[config.mk]
export PLATFORM = sky130hd
export DESIGN_NAME = tff_mod_counter_flat
export DESIGN_NICKNAME = d
export VERILOG_FILES = /design/src/rtl/tff_pkg.sv /design/src/rtl/tff_mod_counter_if.sv /design/src/rtl/tff_cell.sv /design/src/rtl/tff_mod_counter.sv /design/src/flat_wrapper.sv
export SDC_FILE = /design/constraint.sdc
export NUM_CORES = 1
export LEC_CHECK = 0
export ABC_AREA = 1
export CAP_MARGIN = 20
export CORE_AREA = 2 2 39 41
export DETAILED_ROUTE_END_ITERATION = 12
export DIE_AREA = 0 0 41 43
export REMOVE_ABC_BUFFERS = 1
export SYNTH_ARGS = -nofsm -noshare
export SYNTH_HDL_FRONTEND = slang
export SYNTH_SLANG_ARGS = --single-unit
[constraint.sdc]
create_clock -name clk -period 1.5 [get_ports clk]
set_clock_uncertainty 0.2 [all_clocks]
set_input_delay 0.225 -clock clk [delete_from_list [all_inputs] [get_ports clk]]
set_output_delay 0.225 -clock clk [all_outputs]
set_load 0.01 [all_outputs]
[src/rtl/tff_pkg.sv]
// Shared constants and the direction encoding for the T-flip-flop modulo counter.
package tff_pkg;

  localparam int unsigned DEF_WIDTH   = 4;
  localparam int unsigned DEF_MODULUS = 10;

  typedef enum logic {
    DIR_DOWN = 1'b0,
    DIR_UP   = 1'b1
  } dir_e;

  // Legal modulus range is 2..2**width.
  function automatic bit modulus_ok(input int unsigned width, input int unsigned modulus);
    return (modulus >= 2) && (longint'(modulus) <= (longint'(1) << width));
  endfunction

endpackage

[src/rtl/tff_mod_counter_if.sv]
// Control/status bundle between the modulo counter and the logic that drives it.
interface tff_mod_counter_if
  import tff_pkg::*;
#(
    parameter int unsigned WIDTH = DEF_WIDTH
);

    logic             en;
    logic             up;
    logic             load;
    logic [WIDTH-1:0] load_val;
    logic [WIDTH-1:0] count;
    logic             tc;
    logic             div_out;

    modport master (
        output en, up, load, load_val,
        input  count, tc, div_out
    );

    modport slave (
        input  en, up, load, load_val,
        output count, tc, div_out
    );

endinterface

[src/rtl/tff_cell.sv]
// Single T flip-flop: synchronous active-high reset to 0, toggles when t is high.
module tff_cell (
    input  logic clk,
    input  logic rst,
    input  logic t,
    output logic q,
    output logic q_bar
);

    always_ff @(posedge clk) begin
        if (rst) begin
            q <= 1'b0;
        end else if (t) begin
            q <= ~q;
        end
    end

    assign q_bar = ~q;

endmodule

[src/rtl/tff_mod_counter.sv]
// Modulo-MODULUS up/down counter built from T flip-flop cells.
// Define TFF_MOD_COUNTER_DIV_OUT_EN to add the divide-by-2*MODULUS square-wave flop on div_out.
module tff_mod_counter
  import tff_pkg::*;
#(
    parameter int unsigned WIDTH   = DEF_WIDTH,
    parameter int unsigned MODULUS = DEF_MODULUS
) (
    input logic          clk,
    input logic          rst,
    tff_mod_counter_if.slave bus
);

    localparam logic [WIDTH-1:0] MAX_CNT = WIDTH'(MODULUS - 1);
    localparam logic [WIDTH:0]   MOD_EXT = (WIDTH + 1)'(MODULUS);

    if (!modulus_ok(WIDTH, MODULUS)) begin : g_bad_modulus
        $error("tff_mod_counter: MODULUS %0d outside 2..2**WIDTH (WIDTH=%0d)", MODULUS, WIDTH);
    end

    logic [WIDTH-1:0] count_q;
    logic [WIDTH-1:0] count_n;
    logic [WIDTH-1:0] next_count;
    logic [WIDTH-1:0] t_vec;
    dir_e             dir;
    logic             at_top;
    logic             at_bottom;
    logic             tc_c;

    always_comb begin
        dir        = dir_e'(bus.up);
        at_top     = (count_q == MAX_CNT);
        at_bottom  = &count_n;
        next_count = count_q;

        if (bus.load) begin
            next_count = ({1'b0, bus.load_val} < MOD_EXT) ? bus.load_val : MAX_CNT;
        end else if (bus.en) begin
            if (dir == DIR_UP) begin
                next_count = at_top ? '0 : count_q + WIDTH'(1);
            end else begin
                next_count = at_bottom ? MAX_CNT : count_q - WIDTH'(1);
            end
        end

        // Cells only ever see a toggle request; the target value is reached by flipping differing bits.
        t_vec = count_q ^ next_count;

        tc_c = bus.en & ~bus.load &
               (((dir == DIR_UP) & at_top) | ((dir == DIR_DOWN) & at_bottom));
    end

    for (genvar i = 0; i < WIDTH; i++) begin : g_cell
        tff_cell u_cell (
            .clk   (clk),
            .rst   (rst),
            .t     (t_vec[i]),
            .q     (count_q[i]),
            .q_bar (count_n[i])
        );
    end

    assign bus.count = count_q;
    assign bus.tc    = tc_c;

`ifdef TFF_MOD_COUNTER_DIV_OUT_EN
    logic div_q;
    logic div_n;

    tff_cell u_div_cell (
        .clk   (clk),
        .rst   (rst),
        .t     (tc_c),
        .q     (div_q),
        .q_bar (div_n)
    );

    assign bus.div_out = div_q & ~div_n;
`else
    assign bus.div_out = 1'b0;
`endif

endmodule
[src/flat_wrapper.sv]
// flat-port wrapper written by rule: the top's interface ports become plain ports
module tff_mod_counter_flat import tff_pkg::*;
#(
    parameter int unsigned WIDTH   = DEF_WIDTH,
    parameter int unsigned MODULUS = DEF_MODULUS
)
  (clk, rst, bus_en, bus_up, bus_load, bus_load_val, bus_count, bus_tc, bus_div_out);
  tff_mod_counter_if #(.WIDTH(WIDTH)) bus_i ();
  input logic clk;
  input logic rst;
  input wire logic [$bits(bus_i.en)-1:0] bus_en;
  input wire logic [$bits(bus_i.up)-1:0] bus_up;
  input wire logic [$bits(bus_i.load)-1:0] bus_load;
  input wire logic [$bits(bus_i.load_val)-1:0] bus_load_val;
  output wire logic [$bits(bus_i.count)-1:0] bus_count;
  output wire logic [$bits(bus_i.tc)-1:0] bus_tc;
  output wire logic [$bits(bus_i.div_out)-1:0] bus_div_out;
  assign bus_i.en = bus_en;
  assign bus_i.up = bus_up;
  assign bus_i.load = bus_load;
  assign bus_i.load_val = bus_load_val;
  assign bus_count = bus_i.count;
  assign bus_tc = bus_i.tc;
  assign bus_div_out = bus_i.div_out;
  tff_mod_counter #(.WIDTH(WIDTH), .MODULUS(MODULUS)) u_core (.clk(clk), .rst(rst), .bus(bus_i));
endmodule
==> results_dict.tcl <==
set metrics [dict create \
    cp_max_fo 3 \
    netlist.area_leader.share_pct 18.3 \
    synth_top_area_cell "dfxtp_1" \
    failed_checks "negative setup slack" \
    gp_congestion 0.906 \
    die_y_um 43 \
    cts_buffers 3 \
    post_synth_fa_ha_maj_area_fraction_pct 11.4 \
    ys_ff_latch 4 \
    ioPinCount 15 \
    fin_hold_ws_ns 0.380 \
    via_per_inst 4.98 \
    htreeDepth 1 \
    largest_register_ff_count 4 \
    core_um2 1380 \
    muxShareOfSynthArea_pct 0 \
    syn2layout_area_growth_pct 67.7 \
    ys_types 17 \
    max-cap-violations 0 \
    power_uw 465 \
    grt_first_pass_wirelength_mm 2.17 \
    power_frac_seq_pct 27.3 \
    grt_pass1_vias 548 \
    timing.rr.start "u_core.g_cell[0].u_cell.q" \
    placed_cells 110 \
    slowest_stage "dfxtp_4" \
    port_buffers 13 \
    rsz0062_at_grt "yes" \
    critPathBufInv 2 \
    end_kind "output pin" \
    ant_nets 0 \
    post-route-util_pct 53.1 \
    max_stage_delay_ns 0.36 \
    first_iter_violations 24 \
    worst_slack_ns -0.209 \
    worstHoldStart "bus_load_val[2]" \
    crit_required_ns 1.07 \
    ir_drop_v 0.000336 \
    grt_max_degree 7 \
    vias 563 \
    synth_top_family_by_area "simple AND/OR/NAND/NOR gates" \
    yosysMostFrequentCell "inv_1" \
    critPathTopFamily "flip-flops" \
    crit_top_cell "nand2_2" \
    cts_sinks 4 \
    async_reset_ff_share_pct 0 \
    min_path_type "in -> reg" \
    maxSlewViolCount 0 \
    antenna_found_initial 0 \
    synth-main-ff-cell "dfxtp_1" \
    crit_type "reg -> out" \
    switchingPower_uw 158 \
    synthSimpleGateAreaFrac_pct 35.7 \
    synth_xor_area_share_pct 0 \
    post_drt_wl_per_cell_um 11.8 \
    layout.nets 112 \
    yosysSeqAreaShare_pct 18.3 \
    fmax_mhz 585 \
    initial_utilization_pct 31.6 \
    fp-row-count 14 \
    p_int_uw 307 \
    layout-drive-gt1-share_pct 38.1 \
    netlist_top_cells_count "inv_1, nand2_1, nand3_1, nor2_1, a21oi_1" \
    synthCells 72 \
    syn_avg_cell_area_um2 6.08 \
    reg_top3 "u_core.g_cell.u_cell.q: 4 flops" \
    cts-root-buf "clkbuf_4" \
    cp.arrival_ns 1.28 \
    startpoint "u_core.g_cell[0].u_cell.q" \
    pwr-share-clk_pct 29.9 \
    fin_cells 113 \
    dp.final_hpwl_mm 1.04 \
    synth_area_leaders "dfxtp_1, ha_1, nand3_1" \
    synth_warnings 0 \
    grt-ovfl-total 0 \
    p_comb_share_pct 42.7 \
    synth_compound_area_share_pct 14.9 \
    clk_path_buf_depth 2 \
    clk_pin_slew_ns 0.05 \
    finalHoldViolations 0 \
    p_leak_nw 0.357 \
    clkLatencyLatePin_ns 0.24 \
    first_pass_iters 4 \
    p_per_area_nw_per_um2 633 \
    n_antenna_cell 0 \
    top_register "u_core.g_cell.u_cell.q" \
    status "finished, violations left" \
    die_w_um 41 \
    wl_mm 1.33 \
    die-area_um2 1760 \
    p_sw_share_pct 34.0 \
    startpoint_type "register" \
    tritoncts "yes" \
    grtUsageTotal_pct 18.1 \
    setup_viol 1 \
    worstPathCellList "inv_2 > ha_2 > nand3_2 > nand2_2 > nand2_2 > nor2_1 > buf_2" \
    syn_area_um2 438 \
    post-route-drc-count 0 \
    fin_crit_sh_pct 114 \
    synth_edf_count 0 \
    finalCriticalPeriod_ns 1.71 \
]
-- power groups by stage --
stage	clock network, mW	registers, mW	logic (mW)
floorplan	0	0.130	0.0740
global route	0.147	0.129	0.220
global placement	0	0.123	0.182
detailed placement	0	0.124	0.184
CTS	0.136	0.126	0.190
finish	0.139	0.127	0.199
-- cells in the final DEF, fill, tap and decap left out, types with 2 or more instances in the layout --
| cell | count |
|---|---|
| nand3_1 | 9 |
| nor2_1 | 7 |
| nand4_1 | 2 |
| clkdlybuf4s50_1 | 7 |
| dlygate4sd2_1 | 5 |
| buf_4 | 14 |
| inv_1 | 8 |
| ha_4 | 3 |
| inv_2 | 3 |
| dfxtp_2 | 3 |
| o21ai_0 | 2 |
| a21oi_1 | 7 |
| nand2_2 | 3 |
| nand2_1 | 9 |
| clkbuf_4 | 3 |
-- cell families (layout without fill, tap and decap cells) --
family	Yosys count	in the layout
compound gates	12	12
fa+ha+maj	4	4
buf+inv	17	42
flops	4	4
other cells	1	1
simple gates	34	34
-- final cells by class --
type	count	area, µm²
sequential	4	87.6
timing repair buffer	27	224
inverter	12	47.5
fill	137	649
multi-input combinational	51	333
tap	16	20.0
clock buffer	3	22.5
-- path summary, 6_finish.rpt --
path                               end  slack, ns  cells past startpoint
min reg2reg  u_core.g_cell[3].u_cell.q       0.51                      3
max reg2reg  u_core.g_cell[1].u_cell.q       0.07                      8
max                             bus_tc      -0.21                      7
min          u_core.g_cell[2].u_cell.q       0.38                      3
-- timing repair --
action	4_1_cts	5_1_grt
setup endpoints to repair	7	3
buffers inserted	1	0
resized for setup	25	6
pin swaps	7	5
hold endpoints to repair	0	0
hold buffers	0	0
-- per-stage QoR --
step | setup TNS [ns] | area, µm² | setup WS [ns]
final | -0.209 | 734 | -0.209
after global routing | -0.270 | 734 | -0.264
after detailed placement | -1.24 | 656 | -0.660
after CTS | -0.239 | 712 | -0.239
after floorplan | -0.0497 | 400 | -0.0497
after global placement | -1.13 | 656 | -0.644
-- worst register-to-register path: cells and delay by family (launching register included) --
| kind | cells | cell delay [ns] |
|---|---|---|
| buffers and inverters | 2 | 0.19 |
| AO/OA/AOI/OAI | 1 | 0.06 |
| flip-flops | 1 | 0.36 |
| AND/OR/NAND/NOR | 4 | 0.32 |
| adder cells (fa/ha/maj) | 1 | 0.18 |
-- per-layer routing --
layer	track usage [%]	vias to the layer above	share of wire, %
li1	-	280	-
met1	21.1	246	40
met2	30.0	31	53
met3	3.66	6	5.4
met4	8.00	0	2.0
met5	0	-	0
(Power assumes the default switching activity.)
